## config.mk

```make
export PLATFORM = sky130hd
export DESIGN_NAME = proc_io_bridge
export DESIGN_NICKNAME = d
export VERILOG_FILES = /design/src/rtl/proc_io_bridge_pkg.sv /design/src/rtl/io_timer.sv /design/src/rtl/proc_io_bridge.sv
export SDC_FILE = /design/constraint.sdc
export NUM_CORES = 1
export LEC_CHECK = 0
export CAP_MARGIN = 10
export CORE_UTILIZATION = 50
export CTS_CLUSTER_DIAMETER = 80
export DETAILED_ROUTE_END_ITERATION = 8
export GPL_ROUTABILITY_DRIVEN = 0
export GPL_TIMING_DRIVEN = 0
export PLACE_DENSITY = 0.85
export SYNTH_ARGS = -nofsm -noshare
export SYNTH_HDL_FRONTEND = slang
export SYNTH_SLANG_ARGS = --single-unit
```

## constraint.sdc

```tcl
create_clock -name Clock -period 6.76 [get_ports Clock]
set_input_delay 1.014 -clock Clock [delete_from_list [all_inputs] [get_ports Clock]]
set_output_delay 1.014 -clock Clock [all_outputs]
set_load 0.1 [all_outputs]
```

## src/rtl/proc_io_bridge_pkg.sv

```systemverilog
// Shared definitions for the processor I/O bridge: address regions, timer
// register offsets, control/status bit positions and the read-select record.
package proc_io_bridge_pkg;

    localparam logic [3:0] REG_RAM = 4'h0;
    localparam logic [3:0] REG_LED = 4'h1;
    localparam logic [3:0] REG_HEX = 4'h2;
    localparam logic [3:0] REG_TMR = 4'h3;

    localparam logic [1:0] TMR_RELOAD = 2'd0;
    localparam logic [1:0] TMR_CTRL   = 2'd1;
    localparam logic [1:0] TMR_STATUS = 2'd2;
    localparam logic [1:0] TMR_COUNT  = 2'd3;

    localparam int CTRL_EN_BIT    = 0;
    localparam int CTRL_AR_BIT    = 1;
    localparam int STATUS_EXP_BIT = 0;

    // Registered copy of the access selector, used to steer DIN one cycle later.
    typedef struct packed {
        logic [3:0] region;
        logic [1:0] offset;
    } sel_t;

    // A prescaler of 1 still needs a 1-bit counter.
    function automatic int pcnt_width(input int prescale);
        return (prescale > 1) ? $clog2(prescale) : 1;
    endfunction

endpackage

```

## src/rtl/io_timer.sv

```systemverilog
// Down-counting timer with prescaler, reload/ctrl/status registers and an
// expired flag that drives the interrupt line.
module io_timer
    import proc_io_bridge_pkg::*;
#(
    parameter int DATA_W   = 16,
    parameter int PRESCALE = 50000
) (
    input  logic              clk,
    input  logic              rst,
    input  logic              wr_en,
    input  logic [1:0]        offset,
    input  logic [DATA_W-1:0] wdata,
    output logic [DATA_W-1:0] rdata,
    output logic              irq
);

    localparam int             PW        = pcnt_width(PRESCALE);
    localparam logic [PW-1:0]  PCNT_LAST = PW'(PRESCALE - 1);

    logic [PW-1:0]     pcnt;
    logic [DATA_W-1:0] reload;
    logic [DATA_W-1:0] count;
    logic              en;
    logic              autoreload;
    logic              expired;

    logic tick;
    logic wr_reload;
    logic wr_ctrl;
    logic wr_status;
    logic fire;

    assign tick      = en && (pcnt == PCNT_LAST);
    assign wr_reload = wr_en && (offset == TMR_RELOAD);
    assign wr_ctrl   = wr_en && (offset == TMR_CTRL);
    assign wr_status = wr_en && (offset == TMR_STATUS);
    // A reload write in the same cycle replaces the tick's count update, expiry included.
    assign fire      = tick && !wr_reload && (count == DATA_W'(1));

    always_ff @(posedge clk) begin
        if (rst) begin
            pcnt       <= '0;
            reload     <= '0;
            count      <= '0;
            en         <= 1'b0;
            autoreload <= 1'b0;
            expired    <= 1'b0;
        end else begin
            if (!en || (pcnt == PCNT_LAST)) begin
                pcnt <= '0;
            end else begin
                pcnt <= pcnt + PW'(1);
            end

            if (wr_reload) begin
                reload <= wdata;
                count  <= wdata;
            end else if (tick && (count != '0)) begin
                if (count == DATA_W'(1)) begin
                    count <= autoreload ? reload : '0;
                end else begin
                    count <= count - DATA_W'(1);
                end
            end

            if (wr_ctrl) begin
                en         <= wdata[CTRL_EN_BIT];
                autoreload <= wdata[CTRL_AR_BIT];
            end

            if (fire) begin
                expired <= 1'b1;
            end else if (wr_status && wdata[STATUS_EXP_BIT]) begin
                expired <= 1'b0;
            end
        end
    end

    always_comb begin
        rdata = '0;
        case (offset)
            TMR_RELOAD: rdata = reload;
            TMR_CTRL: begin
                rdata[CTRL_EN_BIT] = en;
                rdata[CTRL_AR_BIT] = autoreload;
            end
            TMR_STATUS: rdata[STATUS_EXP_BIT] = expired;
            TMR_COUNT:  rdata = count;
            default:    rdata = '0;
        endcase
    end

    assign irq = expired;

endmodule

```

## src/rtl/proc_io_bridge.sv

```systemverilog
// Memory-mapped bus stage: decodes processor accesses to RAM, LED, HEX and
// timer, and returns read data with the same 1-cycle latency as the RAM.
module proc_io_bridge
    import proc_io_bridge_pkg::*;
#(
    parameter int DATA_W   = 16,
    parameter int ADDR_W   = 16,
    parameter int RAM_AW   = 7,
    parameter int PRESCALE = 50000
) (
    input  logic              Clock,
    input  logic              Reset,
    input  logic [ADDR_W-1:0] ADDR,
    input  logic [DATA_W-1:0] DOUT,
    input  logic              W,
    output logic [DATA_W-1:0] DIN,
    output logic [RAM_AW-1:0] ram_addr,
    output logic [DATA_W-1:0] ram_data,
    output logic              ram_wren,
    input  logic [DATA_W-1:0] ram_q,
    output logic [9:0]        LEDR,
    output logic [DATA_W-1:0] HEX_val,
    output logic              Timer_irq
);

    logic [3:0]        region;
    logic [1:0]        offset;
    logic              tmr_wr;
    logic [DATA_W-1:0] tmr_rdata;
    logic [DATA_W-1:0] rd_next;
    logic [DATA_W-1:0] rd_q;
    sel_t              sel_q;
    logic              unused_bits;

    assign region = ADDR[15:12];
    assign offset = ADDR[1:0];

    // RAM path is purely combinational; the RAM itself provides the read register.
    assign ram_addr = ADDR[RAM_AW-1:0];
    assign ram_data = DOUT;
    assign ram_wren = W && (region == REG_RAM);

    assign tmr_wr = W && (region == REG_TMR);

    io_timer #(
        .DATA_W   (DATA_W),
        .PRESCALE (PRESCALE)
    ) u_timer (
        .clk    (Clock),
        .rst    (Reset),
        .wr_en  (tmr_wr),
        .offset (offset),
        .wdata  (DOUT),
        .rdata  (tmr_rdata),
        .irq    (Timer_irq)
    );

    always_comb begin
        rd_next = '0;
        case (region)
            REG_LED: rd_next = {{(DATA_W-10){1'b0}}, LEDR};
            REG_HEX: rd_next = HEX_val;
            REG_TMR: rd_next = tmr_rdata;
            default: rd_next = '0;
        endcase
    end

    always_ff @(posedge Clock) begin
        if (Reset) begin
            LEDR    <= '0;
            HEX_val <= '0;
            sel_q   <= '{region: REG_RAM, offset: 2'd0};
            rd_q    <= '0;
        end else begin
            if (W && (region == REG_LED)) begin
                LEDR <= DOUT[9:0];
            end
            if (W && (region == REG_HEX)) begin
                HEX_val <= DOUT;
            end
            // Read data reflects register state before this edge's writes.
            sel_q <= '{region: region, offset: offset};
            rd_q  <= rd_next;
        end
    end

    assign DIN = (sel_q.region == REG_RAM) ? ram_q : rd_q;

    assign unused_bits = ^{ADDR[11:RAM_AW], sel_q.offset};

endmodule

```

==> flow_summary.ini, run 1 <==
[run_status]
status = finished clean

[cells_and_area]
num_antenna_cells = 0
fin_util = 0.676
area_growth_pct = 28.8
drive_gt1_frac = 0.0970
fill_cells = 726
stdcell_area_sq_um = 6360
final_nets = 777
multi_input_area_sq_um = 2630
seq_area_sq_um = 1940

[critical_path]
crit_path_max_fanout = 10
crit_path_end_kind = output port
critical_path_class = in -> out
start_kind = input pin
cp_data_arrival_time_ps = 3330
reg2reg_depth = 7
critical_path_required_ps = 5750

[placement]
place_area_sq_um = 6150
io_buffers = 105
dp_hpwl_um = 10800

[cts]
cts_resized = 0
max-clock-path-buffers = 2
path_clk_slew_ps = 90
htreeDepth = 3
insertion_delay_ps = 380
cts_tree = yes
cts_made_buffers = 9
clock_sinks = 97
post_cts_buffers = 0
cts_hold_buf = 0
root_buffer = clkbuf_8

[power]
cellLeakagePower_nw = 2.22
power_mw = 1.22
ir_drop_uv = 103
power.density_nw_per_um2 = 191

[floorplan]
die_y_um = 101
die_w_um = 101
initial_utilization = 0.525
fp.coreArea_sq_um = 9420
die_area_sq_um = 10300
design.portCount = 118
rows = 35

[synthesis]
synth.avg_cell_area_sq_um = 8.25
netlist_instances = 599
ys_seq_area_frac = 0.393
synth_edf_count = 0
syn_nets = 659
synthArstFlopShare = 0
synth.distinct_cells = 62
netlist_area_sq_um = 4940
synthFlopType = dfxtp_1
yosysWarnings = 0
ys_ff_latch = 97

[routing]
routed_wl_um = 14400
vias = 5043
drc = 0
final_antenna_net_count = 0
drt-pass1-iter-count = 5
wl_met3_um = 1530
topRoutingLayerUsed = met4
wl_per_cell_um = 16.9
via_per_inst = 5.93
wl_met2_um = 6810
drt-met1-wl_um = 5650
drtIter0Drc = 569

[flow_run]
maxCapViolations = 0

[global_routing]
track_usage = 0.283
grt_max_degree = 18
grt_pass1_wl_um = 22800
grt_pass1_vias = 4716
antenna_found_initial = 0
gr-total-overflow = 0

[timing]
max_freq_mhz = 230
setup_violations = 0
skew_ps = 12.8
fin_crit_ps = 4340
slew_headroom = 0.326
tightest_slew_ps = 1010
maxSlewViolCount = 0
rsz0062_at_grt = no
hold_violations = 0
finalCritPeriodShare = 0.642
setup_tns_ps = 0

[min_path]
whs_path_depth = 1
min_path_type = reg -> reg
## registers in the layout (all words and copies together) (netlist names)
register            cells
HEX_val                16
LEDR                   10
rd_q                   16
sel_q                   4
u_timer.autoreload      1
u_timer.count          16
u_timer.en              1
u_timer.irq             1
u_timer.pcnt           16
u_timer.reload         16
## Yosys cell counts, types with 7 or more instances
cell type  instances  share of area
a211oi_1          10          0.015
a21oi_1           53          0.054
a222oi_1          11          0.022
a22o_1            15          0.027
a22oi_1            7          0.011
and3_1            13          0.016
buf_4             23          0.035
clkbuf_1          35          0.027
dfxtp_1           97           0.39
ha_1               9          0.023
inv_1              8         0.0061
mux2_2            17          0.039
nand2_1           92          0.070
nand3_1           30          0.030
nand4_1            7         0.0089
nor2_1            58          0.044
nor3_1             8         0.0081
o21ai_0            8         0.0081
o21ai_1            7         0.0071
xnor2_1           12          0.021
xor2_1             9          0.016
## per-stage QoR
stage	hold WS (ps)	instances	setup WS, ps
3_3_place_gp	430	833	2520
4_1_cts	464	849	2100
3_5_place_dp	447	833	2430
6_report	462	851	2420
5_1_grt	484	851	2270
2_1_floorplan	418	599	2100
## power breakdown
group,internal [mW],switching [mW],total [mW]
registers,0.576,0.00329,0.579
logic,0.0757,0.175,0.251
clock network,0.177,0.211,0.387
## cells by family (layout without fill, tap and decap cells)
family	count (synthesis)	after routing	synth area share
AOI/OAI and AO/OA	135	135	0.186
xor gates and xnor gates	21	21	0.0372
adders and majority gates	9	9	0.0228
buffers and inverters	72	195	0.0742
DFF	97	97	0.393
muxes	20	20	0.0448
and+or+nand+nor	245	245	0.242
## cells in the final DEF (no fill, tap or decap), types with 9 or more instances in the layout
cell type / netlist / routed
clkdlybuf4s50_1: 0 / 105
dfxtp_1: 97 / 97
nand2_1: 92 / 92
nor2_1: 58 / 58
a21oi_1: 53 / 53
clkbuf_1: 35 / 36
nand3_1: 30 / 30
buf_4: 23 / 23
mux2_2: 17 / 17
a22o_1: 15 / 15
and3_1: 13 / 13
xnor2_1: 12 / 12
a222oi_1: 11 / 11
a211oi_1: 10 / 10
xor2_1: 9 / 9
ha_1: 9 / 9
clkbuf_8: 0 / 9
## final cells by class
type | count | area share
multi-input combinational | 430 | 0.414
timing repair buffer | 107 | 0.167
clock buffer | 10 | 0.0201
tap | 129 | 0.0254
inverter | 9 | 0.00531
buffer | 63 | 0.0523
clock inverter | 6 | 0.0114
sequential | 97 | 0.305
## metal layers
layer	vias to the layer above	GRT usage
met4	0	0.140
met1	2304	0.335
met3	47	0.0663
li1	2364	-
met2	328	0.481
met5	-	0
## critical path, stage by stage
cell and delay [ps]:
clkbuf_1 400, buf_1 440, nand2_1 120, nor3_1 180
clkdlybuf4s50_1 1170
## worst paths after layout
path              slack [ps]                          start                       endpoint
hold / removal           460     u_timer.pcnt[0]$_SDFF_PP0_     u_timer.pcnt[0]$_SDFF_PP0_
setup / recovery        2420                              W                       ram_wren
setup reg to reg        4150  u_timer.count[4]$_SDFFE_PP0P_  u_timer.count[0]$_SDFFE_PP0P_
hold reg to reg          460     u_timer.pcnt[0]$_SDFF_PP0_     u_timer.pcnt[0]$_SDFF_PP0_
Note: power is estimated with default switching activity, not from simulation.
==> inputs of run 2 (changes only) <==
CORE_UTILIZATION = 45   (was 50)
PLACE_DENSITY = 0.81   (was 0.85)
clock period = 3.7 ns   (was 6.76 ns; I/O delays follow)
==> run 2 against run 1 <==
Against the previous run: clock power rose by 79%; sequential share of layout area barely moved; routed wire length rose by 2.2%; cell count rose by 0.71%; global-route usage fell by 2.4 points; critical path depth fell by 1; clock-buffer cell count did not move; critical path type is now reg -> out; largest cell class unchanged; highest routed layer unchanged.
==> flow_summary.ini, run 2 (synthesized netlist as in run 1, its figures left out) <==
[critical_path]
critical_path_class = reg -> out
crit_chain = nor4_2 > clkbuf_1 > mux2_2 > dlygate4sd2_1
cp_data_arrival_time_ps = 2980
r2r-end = u_timer.count[0]$_SDFFE_PP0P_
worstSetupEndpoint = DIN[7]
reg2reg_depth = 7
reg2reg_slack_ps = 990
critical_path_required_ps = 3140
crit_path_top_delay_cell = dlygate4sd2_1
start_kind = register
crit_path_end_kind = output port
crit-reg2reg-launch = u_timer.count[4]$_SDFFE_PP0P_
crit_path_max_fanout = 10
critPathLaunch = sel_q[3]$_SDFF_PP0_
critPathMaxStageDelay_ps = 850

[timing]
tightest_slew_ps = 1050
hold_violations = 0
setup_tns_ps = 0
slew_headroom = 0.296
finalCritPeriodShare = 0.954
fin_crit_ps = 3530
max_freq_mhz = 283
setup_violations = 0
rsz0062_at_grt = no
skew_ps = 14.7
finalWorstSetupSlack_ps = 169
maxSlewViolCount = 0

[floorplan]
initial_utilization = 0.470
design.portCount = 118
die_y_um = 107
rows = 37
die_area_sq_um = 11400
die_w_um = 107
fp.coreArea_sq_um = 10500

[cts]
insertion_delay_ps = 380
cts_hold_buf = 0
clock_sinks = 97
path_clk_slew_ps = 110
cts_made_buffers = 9
root_buffer = clkbuf_8
max-clock-path-buffers = 2
htreeDepth = 3
post_cts_buffers = 0
cts_tree = yes

[routing]
via_per_inst = 5.88
final_antenna_net_count = 0
vias = 5038
drt-pass1-iter-count = 8
drtIter0Drc = 563
wl_per_cell_um = 17.2
drc = 0
routed_wl_um = 14700

[placement]
place_area_sq_um = 6170
io_buffers = 105
pre_cts_slack_ps = -79.1
dp_hpwl_um = 10800

[cells_and_area]
layout_common_cells = dfxtp_1, clkdlybuf4s50_1, nand2_1, nor2_1, a21oi_1
layout_commonest_cell = dfxtp_1
drive_gt1_frac = 0.0999
final_nets = 776
stdcell_area_sq_um = 6360
area_growth_pct = 28.8
num_antenna_cells = 0
fin_util = 0.606
fill_cells = 929

[power]
cellLeakagePower_nw = 2.25
ir_drop_uv = 183
power.density_nw_per_um2 = 347
power_mw = 2.21

[global_routing]
grt_pass1_vias = 4806
grt_max_degree = 19
antenna_found_initial = 0
track_usage = 0.259
gr-total-overflow = 0
grt_pass1_wl_um = 23700

[flow_run]
maxCapViolations = 0

[run_status]
status = finished clean

[min_path]
min_path_type = reg -> reg
## run 2: cell count changes in the layout (fill, tap and decap cells not counted), sizes merged
cell	previous run	this run
bufinv	1	0
clkdlybuf4s50	105	95
clkinv	1	2
clkbuf	46	45
dlygate4sd2	0	10
## run 2: worst min path at each step
stage / slack (ps) / cells past startpoint / startpoint / end
2_1_floorplan: 420 / 1 / u_timer.pcnt[0]$_SDFF_PP0_ / u_timer.pcnt[0]$_SDFF_PP0_
3_3_place_gp: 430 / 1 / u_timer.pcnt[0]$_SDFF_PP0_ / u_timer.pcnt[0]$_SDFF_PP0_
3_5_place_dp: 440 / 1 / u_timer.pcnt[0]$_SDFF_PP0_ / u_timer.pcnt[0]$_SDFF_PP0_
4_1_cts: 470 / 1 / u_timer.pcnt[0]$_SDFF_PP0_ / u_timer.pcnt[0]$_SDFF_PP0_
5_1_grt: 490 / 1 / u_timer.pcnt[0]$_SDFF_PP0_ / u_timer.pcnt[0]$_SDFF_PP0_
6_report: 460 / 1 / u_timer.pcnt[0]$_SDFF_PP0_ / u_timer.pcnt[0]$_SDFF_PP0_
## run 2: layer usage
metal / share of wire / track usage / vias to the layer above
li1: - / - / 2366
met1: 0.40 / 0.319 / 2328
met2: 0.48 / 0.442 / 298
met3: 0.089 / 0.0426 / 46
met4: 0.029 / 0.120 / 0
met5: 0 / 0 / -
## run 2: report_power, final
| part | switching [mW] | leakage, nW | internal [mW] |
|---|---|---|---|
| combinational | 0.321 | 1.37 | 0.134 |
| sequential | 0.00660 | 0.783 | 1.05 |
| clock | 0.412 | 0.0988 | 0.281 |
| total | 0.740 | 2.25 | 1.47 |
## run 2: final cells by class
class | count | area [sq um] | share of cell area
Buffer | 63 | 333 | 0.0523
Sequential cell | 97 | 1940 | 0.305
Inverter | 9 | 33.8 | 0.00531
Clock buffer | 10 | 138 | 0.0216
Multi-Input combinational cell | 430 | 2650 | 0.416
Clock inverter | 6 | 58.8 | 0.00924
Tap cell | 136 | 170 | 0.0267
Timing Repair Buffer | 106 | 1040 | 0.164
## run 2: through the flow
stage | std cells | hold slack [ps]
6_report | 857 | 459
4_1_cts | 856 | 466
2_1_floorplan | 599 | 418
5_1_grt | 857 | 487
3_3_place_gp | 840 | 432
3_5_place_dp | 840 | 443
## run 2: repair_timing
item | 4_1_cts | 5_1_grt
resized for setup | 11 | 0
hold endpoints to repair | 0 | 0
endpoints found under the setup margin | 16 | 0
## run 2: critical path: cells and delay by family (launching register included)
| family | cells | cell delay [ps] |
|---|---|---|
| flops | 1 | 330 |
| buf+inv | 2 | 1330 |
| mux | 1 | 270 |
| simple gates | 1 | 660 |
